File: src/rtl/spad_rd_arbiter.sv
// Burst-limited round-robin arbiter sharing one 1R scratchpad read port among NREQ
// requesters; read data is returned tagged by a registered rvalid one cycle after the grant.
module spad_rd_arbiter #(
    parameter int NREQ      = 2,
    parameter int AW        = 6,
    parameter int DW        = 32,
    parameter int MAX_BURST = 4
) (
    input  logic                 clk,
    input  logic                 n_rst,
    input  logic                 en_i,
    input  logic [NREQ-1:0]      req_i,
    input  logic [NREQ*AW-1:0]   addr_i,
    output logic [NREQ-1:0]      gnt_o,
    output logic [NREQ-1:0]      rvalid_o,
    output logic [DW-1:0]        rdata_o,
    output logic                 csb1_o,
    output logic [AW-1:0]        addr1_o,
    input  logic [DW-1:0]        dout1_i,
    output logic                 busy_o
);

    localparam int PW = (NREQ > 2) ? $clog2(NREQ) : 1;
    localparam int BW = $clog2(MAX_BURST + 1);
    localparam logic [BW-1:0] MAX_B = BW'(MAX_BURST);

    logic [PW-1:0]   r_owner;
    logic [PW-1:0]   r_rr_ptr;
    logic [BW-1:0]   r_burst_cnt;
    logic [NREQ-1:0] r_rvalid;

    logic [NREQ-1:0] w_owner_oh;
    logic [NREQ-1:0] w_others;
    logic [NREQ-1:0] w_cand;
    logic [NREQ-1:0] w_rot;
    logic [NREQ-1:0] w_gnt;
    logic [PW-1:0]   w_scan_idx;
    logic [PW-1:0]   w_gnt_idx;
    logic [AW-1:0]   w_addr;
    logic            w_at_limit;
    logic            w_keep;
    logic            w_gnt_any;
    int              w_off;
    int              w_sum;

    // NOTE: every combinational output gets a default first so no latch is inferred.
    always_comb begin
        w_owner_oh = NREQ'(1) << r_owner;
        w_at_limit = (r_burst_cnt >= MAX_B);
        w_others   = req_i & ~w_owner_oh;
        w_keep     = (|(req_i & w_owner_oh)) && (!w_at_limit || !(|w_others));

        // A capped owner is taken out of the round-robin scan.
        w_cand = w_at_limit ? w_others : req_i;
        w_rot  = NREQ'({w_cand, w_cand} >> r_rr_ptr);
        w_off  = 0;
        for (int i = NREQ - 1; i >= 0; i--) begin
            if (w_rot[i]) w_off = i;
        end
        w_sum = int'(r_rr_ptr) + w_off;
        if (w_sum >= NREQ) w_sum = w_sum - NREQ;
        w_scan_idx = PW'(w_sum);

        w_gnt_idx = w_keep ? r_owner : w_scan_idx;
        // Reset gates the grant directly so the SRAM is deselected while n_rst is low.
        w_gnt_any = n_rst && en_i && (|req_i);
        w_gnt     = w_gnt_any ? (NREQ'(1) << w_gnt_idx) : '0;

        w_addr = '0;
        for (int k = 0; k < NREQ; k++) begin
            if (w_gnt[k]) w_addr = addr_i[k*AW +: AW];
        end
    end

    // NOTE: state registers use non-blocking assignments and the async active-low reset.
    always_ff @(posedge clk or negedge n_rst) begin
        if (!n_rst) begin
            r_rvalid    <= '0;
            r_owner     <= '0;
            r_burst_cnt <= '0;
            r_rr_ptr    <= '0;
        end else begin
            r_rvalid <= w_gnt;
            if (w_gnt_any) begin
                r_rr_ptr <= (int'(w_gnt_idx) == NREQ - 1) ? '0 : w_gnt_idx + 1'b1;
                if (w_gnt_idx == r_owner) begin
                    r_burst_cnt <= w_at_limit ? BW'(1) : r_burst_cnt + 1'b1;
                end else begin
                    r_owner     <= w_gnt_idx;
                    r_burst_cnt <= BW'(1);
                end
            end else if (en_i && !(|req_i)) begin
                r_burst_cnt <= '0;
            end
        end
    end

    assign gnt_o    = w_gnt;
    assign rvalid_o = r_rvalid;
    assign rdata_o  = dout1_i;
    assign csb1_o   = ~(|w_gnt);
    assign addr1_o  = w_addr;
    assign busy_o   = (|w_gnt) || (|r_rvalid);

endmodule

File: config.mk
export PLATFORM = sky130hd
export DESIGN_NAME = spad_rd_arbiter
export DESIGN_NICKNAME = d
export VERILOG_FILES = /design/src/rtl/spad_rd_arbiter.sv
export SDC_FILE = /design/constraint.sdc
export NUM_CORES = 1
export LEC_CHECK = 0
export CELL_PAD_IN_SITES_DETAIL_PLACEMENT = 1
export CELL_PAD_IN_SITES_GLOBAL_PLACEMENT = 1
export CORE_MARGIN = 5
export CORE_UTILIZATION = 15
export CTS_BUF_LIST = sky130_fd_sc_hd__clkbuf_16
export DETAILED_ROUTE_END_ITERATION = 7
export GPL_TIMING_DRIVEN = 0
export PLACE_DENSITY = 0.76
export SLEW_MARGIN = 30
export SYNTH_ARGS = -nofsm -noshare
export SYNTH_HDL_FRONTEND = slang
export SYNTH_SLANG_ARGS = --single-unit
File: constraint.sdc
create_clock -name clk -period 1.63 [get_ports clk]
set_input_delay 0.2445 -clock clk [delete_from_list [all_inputs] [get_ports clk]]
set_output_delay 0.2445 -clock clk [all_outputs]
set_load 0.01 [all_outputs]
==> summary.txt <==
========================================================================================
Worst setup slack after placement                                                -791 ps
Fillers                                                                              517
Global-route wire length before repair                                           4030 um
Sw Pwr                                                                        0.000287 W
List of cells traversed by the critical path                                xnor2_2, o2bb2ai_4, buf_6, mux2i_1, nor2_1, buf_2
Half-perimeter wire length of the detailed placement result                      2100 um
Instance area at placement                                                     1370 um^2
TNS Setup                                                                       -1220 ps
H-tree lvl count                                                                       1
Portion of total power attributed to sequential cells                              19.7%
Area delta synth->final                                                             124%
Crit path DAT                                                                    1570 ps
Share of async-settable or async-resettable flops after synthesis                   100%
Total power divided by cell area                                             705 nW/um^2
Final global-route overflow total                                                      0
Nets in the synthesized netlist                                                      128
Netlist area before placement                                                   702 um^2
Count of routing violations after the opening detailed-route iteration                10
GPL Wtd Cong                                                                       0.650
Remaining design rule violation count                                                  0
Initial antenna violation count                                                        0
Outcome                                                                     finished with violations
Clock latency at the later pin of the worst-skew pair                             230 ps
Internal                                                                      0.000823 W
Worst Setup Slack, final                                                         -181 ps
GRT Util Overall                                                                   8.35%
Slowest-stage cell, CP                                                           dfrtp_1
Switching share of power                                                           25.8%
Die height                                                                       78.4 um
Category of cells accounting for the largest share of critical-path delay     flip-flops
Clock sink count                                                                       7
Diodes inserted                                                                        0
Clock period minus final worst setup slack                                       1810 ps
Tightest Hold Check Type                                                         reg2reg
Effective utilization at floorplan                                                 15.8%
Maximum number of pins on one net before global-route repair                          11
Number of detailed-route iterations in the first pass                                  4
Maximum net fanout on the critical path                                                6
Critical path endpoint category                                               output pin
Via count                                                                            794
Synth area leader                                                                  buf_4
Clock root buffer                                                              clkbuf_16
Req. time, crit path                                                             1390 ps
Sequential fraction of the synthesis area                                          25.0%
Post-route antenna net violation count                                                 0
Cell types with the largest area share after synthesis                      buf_4 34%, dfrtp_1 25%, mux2i_1 8.6%, nor2_1 5.3%, o2bb2ai_4 3.9%
Setup Viol. Count Final                                                                8
Number of buffers on the longest clock path                                            2
Vias in the first global route                                                       854
Clk_skew                                                                        0.307 ps
Number of nets in the layout                                                         207
Number of synthesized register bits                                                    7
Cts bufs inserted                                                                      3
WL per Instance                                                                  13.4 um
EDFF count, synth                                                                      0
Worst Tran Pin Value                                                              347 ps
Area inside the core boundary                                                  4440 um^2
Cell count after synthesis                                                            77
Ports                                                                                 93
Max Fclk                                                                       0.552 GHz
Hold Fails Final Rpt                                                                   0
Critical Path Start Type                                                            flop
Largest stage delay on the critical path                                          400 ps
Relative slew margins                                                              76.6%
Area fraction of the dominant cell type after synthesis                            34.2%
Port Buffers                                                                          60
Violations in the final reports                                             setup timing
Clock tree from TritonCTS                                                           done
Top flip-flop cell by instance count after synthesis                             dfrtp_1
Final worst path period share                                                       111%
Maxcap violations                                                                      0
Clk slew on worst S/H paths                                                        40 ps
Unrepaired setup endpoints after global routing                                      yes
Per-cell via count in the routed design                                             3.84
Worst path bufs/invs                                                                   2
Max rail drop VDD                                                               0.283 mV
Synthesized area per cell                                                      9.12 um^2
Number of warning messages in the yosys log                                            0
Distinct cell type count after synthesis                                              20
Leakage power total                                                             0.763 nW
Area of the die                                                                6150 um^2
Total power                                                                    0.00111 W
Ratio of cells with drive above 1 in the final layout                              43.2%
Post-route standard cell area excluding fillers                                1570 um^2
Pins Over Slew Limit                                                                   0
Combinational group share of total power                                           42.9%
Path type of the worst setup path                                                reg2out
Wire length after detailed routing                                               2760 um
Power share of the clock group                                                     37.4%
X dimension of the die                                                           78.4 um
Standard-cell rows                                                                    24
========================================================================================
placed cells by master (no fill, tap or decap):
master / instances
buf_4: 38
dfrtp_2: 1
mux2i_1: 6
nand2_1: 2
buf_6: 10
dlygate4sd3_1: 1
nor2b_2: 1
o2bb2ai_4: 1
clkbuf_16: 3
inv_1: 3
dfrtp_1: 6
a22o_1: 2
xnor2_2: 1
o21ai_0: 2
clkdlybuf4s15_2: 1
o211ai_2: 1
clkdlybuf4s15_1: 1
clkdlybuf4s50_1: 47
nor3b_2: 1
buf_2: 6
dlygate4sd2_1: 3
ha_1: 2
nor2_1: 9
nor2_4: 1
a21o_1: 2
nor3_1: 1
nor4_1: 1
nor4_2: 1
and2b_2: 1
routing by layer:
layer | part of all wire, % | global-route usage, %
met1 | 32 | 7.55
met2 | 57 | 16.5
met3 | 9.2 | 2.29
met4 | 2.1 | 4.72
met5 | 0 | 0
final timing paths:
check	slack, ps	cells past startpoint	startpoint	to
worst max-delay path	-180	6	r_owner$_DFFE_PN0P_	addr1_o[3]
worst min-delay path	520	2	r_burst_cnt[0]$_DFFE_PN0P_	r_burst_cnt[0]$_DFFE_PN0P_
worst max register to register	0	7	r_burst_cnt[2]$_DFFE_PN0P_	r_rr_ptr$_DFFE_PN0P_
worst min register to register	520	2	r_burst_cnt[0]$_DFFE_PN0P_	r_burst_cnt[0]$_DFFE_PN0P_
max in group asynchronous	770	2	n_rst	r_burst_cnt[2]$_DFFE_PN0P_
min in group asynchronous	590	2	n_rst	r_burst_cnt[0]$_DFFE_PN0P_
Yosys cell counts (2+ instances only):
master / number
a21o_1: 2
a22o_1: 2
buf_4: 32
dfrtp_1: 7
ha_1: 2
inv_1: 2
mux2i_1: 6
nand2_1: 2
nor2_1: 10
o21ai_0: 2
power groups by stage:
stage	Combinational [W]	Clock [W]	Sequential [W]
final	0.000476	0.000415	0.000218
after global placement	0.000377	0	0.000222
after global routing	0.000512	0.000435	0.000221
after detailed placement	0.000383	0	0.000224
after floorplan	0.000199	0	0.000219
after CTS	0.000464	0.000425	0.000218
stage by stage:
| stage | instances | util, % | hold WS [ps] |
|---|---|---|---|
| final | 207 | 35.4 | 523 |
| after detailed placement | 189 | 30.8 | 504 |
| after global routing | 207 | 35.4 | 561 |
| after CTS | 205 | 35.0 | 532 |
| after global placement | 189 | 30.8 | 488 |
| after floorplan | 77 | - | -51.1 |
logic make-up (layout without fill, tap and decap cells):
kind of cell | Yosys count | in the layout | synth area share (%)
buf+inv | 35 | 113 | 36.0
flops | 7 | 7 | 25.0
xor+xnor | 1 | 1 | 1.25
simple gates | 18 | 18 | 13.9
fa+ha+maj | 2 | 2 | 3.56
compound gates | 8 | 8 | 11.8
mux | 6 | 6 | 8.56
worst register-to-register path, delay by kind of cell, from the launching register on:
| kind | cells | cell delay, ps |
|---|---|---|
| xor+xnor | 1 | 150 |
| simple gates | 1 | 210 |
| flops | 1 | 420 |
| compound gates | 2 | 320 |
| buf+inv | 3 | 410 |
final cells by class:
class	instances	area (um^2)	share of cell area, %
clock buffer	3	75.1	4.77
multi-input combinational	35	290	18.4
buffer	33	251	16.0
tap	52	65.1	4.13
timing repair buffer	74	704	44.8
inverter	2	7.51	0.477
clock inverter	1	3.75	0.238
sequential	7	176	11.2
repair_timing:
| action | 4_1_cts | 5_1_grt |
|---|---|---|
| endpoints found under the hold margin | 7 | 0 |
| pin swaps | 4 | 1 |
| gates resized for setup | 55 | 1 |
| hold buffers | 1 | 0 |
| setup endpoints to repair | 10 | 8 |
| gates cloned | 0 | 0 |
| setup buffers | 11 | 2 |
state kept, by name (all words and copies together), names as in the netlist:
| name | count |
|---|---|
| r_owner | 1 |
| rvalid_o | 2 |
| r_rr_ptr | 1 |
| r_burst_cnt | 3 |
Note: power is estimated with default switching activity, not from simulation.
==> RTL edit, RTL diff (same flow settings) <==
Set the parameter `MAX_BURST` to 8 (it was 4).
--- a/src/rtl/spad_rd_arbiter.sv
+++ b/src/rtl/spad_rd_arbiter.sv
@@ -4,7 +4,7 @@
     parameter int NREQ      = 2,
     parameter int AW        = 6,
     parameter int DW        = 32,
-    parameter int MAX_BURST = 4
+    parameter int MAX_BURST = 8
 ) (
     input  logic                 clk,
     input  logic                 n_rst,
Formal check against the unedited RTL: not equivalent (a bounded check fails within 10 cycles, from zero or initial values and one cycle with n_rst low).
==> RTL edit against the original RTL <==
- routed wire length grew 2.8%
- largest cell class unchanged
- final area grew 5.2%
- sequential cell count grew 1
- combinational power shrank 2%
- highest routed layer unchanged
- setup slack lost 0.021 ns
- the run still ends with setup timing left
- area after synthesis grew 5.0%
- critical path type unchanged
- total power grew 1.0%
- count of clock-buffer cells in the layout is the same
==> RTL edit: results <==
<?xml version="1.0" encoding="UTF-8"?>
<metrics>
  <group name="synth">
    <metric name="synth.lib_cells_used.distinct" unit="">24</metric>
    <metric name="syn-mean-instance-area" unit="µm²">8.77</metric>
    <metric name="leading_post_synthesis_cells_by_instance_count" unit="">sky130_fd_sc_hd__buf_4, sky130_fd_sc_hd__nor2_1, sky130_fd_sc_hd__dfrtp_1, sky130_fd_sc_hd__mux2i_1</metric>
    <metric name="area_contributors_post_synth" unit="">sky130_fd_sc_hd__buf_4, sky130_fd_sc_hd__dfrtp_1, sky130_fd_sc_hd__mux2i_1</metric>
    <metric name="synth.yosys.seq_area_share" unit="%">27.2</metric>
  </group>
  <group name="final_layout">
    <metric name="utilization_of_the_core_after_routing" unit="%">34.8</metric>
    <metric name="area_delta_synth_final" unit="%">125</metric>
    <metric name="layout.comb_gates.multi_input" unit="">40</metric>
    <metric name="clock_cell_area_share" unit="%">4.53</metric>
    <metric name="nFillCells" unit="">573</metric>
    <metric name="layout.area.seq" unit="µm²">201</metric>
    <metric name="buffers_excl_clock" unit="">109</metric>
    <metric name="finish.net_count" unit="">216</metric>
    <metric name="largest_register_ffs" unit="">4</metric>
    <metric name="inverters_excl_clock" unit="">3</metric>
    <metric name="layout.buffer.nonclock.area_share" unit="%">57.9</metric>
  </group>
  <group name="routing">
    <metric name="routedLengthMet1" unit="mm">1.01</metric>
    <metric name="first_iter_violations" unit="">14</metric>
    <metric name="drt_wl_total" unit="mm">2.84</metric>
    <metric name="met3_wirelength" unit="µm">246</metric>
    <metric name="post_drt_via_cell_ratio" unit="">3.65</metric>
  </group>
  <group name="placement">
    <metric name="place_area" unit="µm²">1420</metric>
    <metric name="gp_congestion" unit="">0.688</metric>
  </group>
  <group name="timing">
    <metric name="layout_setup_ws" unit="ns">-0.202</metric>
    <metric name="final-setup-viol-count" unit="">10</metric>
    <metric name="skew" unit="ns">0.00353</metric>
    <metric name="totalNegativeSetupSlack" unit="ns">-1.27</metric>
    <metric name="finalHoldWorstSlack" unit="ns">0.474</metric>
  </group>
  <group name="grt">
    <metric name="first_pass_grt_wire_length" unit="mm">3.95</metric>
    <metric name="grt_max_degree" unit="">9</metric>
    <metric name="grt_use_met1" unit="%">8.77</metric>
    <metric name="via_count_of_the_first_global_routing_pass" unit="">818</metric>
  </group>
  <group name="cts">
    <metric name="post-cts-setup-buffers" unit="">13</metric>
    <metric name="clock_sink_count" unit="">8</metric>
  </group>
  <group name="power">
    <metric name="vdd_drop_max" unit="V">0.000198</metric>
    <metric name="power.density_cell_area" unit="nW/µm²">677</metric>
    <metric name="leakage_power_summed_over_all_cells" unit="nW">0.781</metric>
  </group>
  <group name="status">
    <metric name="outcome" unit="">complete, but fails checks</metric>
    <metric name="failing_checks" unit="">setup timing</metric>
  </group>
  <group name="worst_setup_path">
    <metric name="r2r_end" unit="">r_burst_cnt[2]$_DFFE_PN0P_</metric>
    <metric name="crit_arrival" unit="ns">1.59</metric>
    <metric name="r2r.worst_path.cells" unit="">4</metric>
  </group>
  <group name="worst_hold_path">
    <metric name="holdCritPathClass" unit="">in -&gt; reg</metric>
  </group>
</metrics>
RTL edit: kinds of logic after synthesis:
| group | Yosys count | share of synthesized area (%) |
|---|---|---|
| xor+xnor | 1 | 1.19 |
| flops | 8 | 27.2 |
| mux | 6 | 8.15 |
| fa+ha+maj | 2 | 3.40 |
| simple gates | 20 | 12.4 |
| compound gates | 11 | 13.1 |
| buf+inv | 36 | 34.6 |
RTL edit: critical path: cells and delay by family (launching register included):
family                    cells  cell delay [ns]
DFF                           1             0.41
AOI/OAI and AO/OA             1             0.20
and+or+nand+nor               1             0.06
xor gates and xnor gates      1             0.21
buffers and inverters         2             0.28
muxes                         1             0.20
RTL edit: power breakdown:
part / leakage (nW) / switching, mW / total [mW] / internal (mW)
registers: 0.104 / 0.0232 / 0.247 / 0.224
logic: 0.640 / 0.172 / 0.466 / 0.294
clock network: 0.0370 / 0.0920 / 0.408 / 0.316
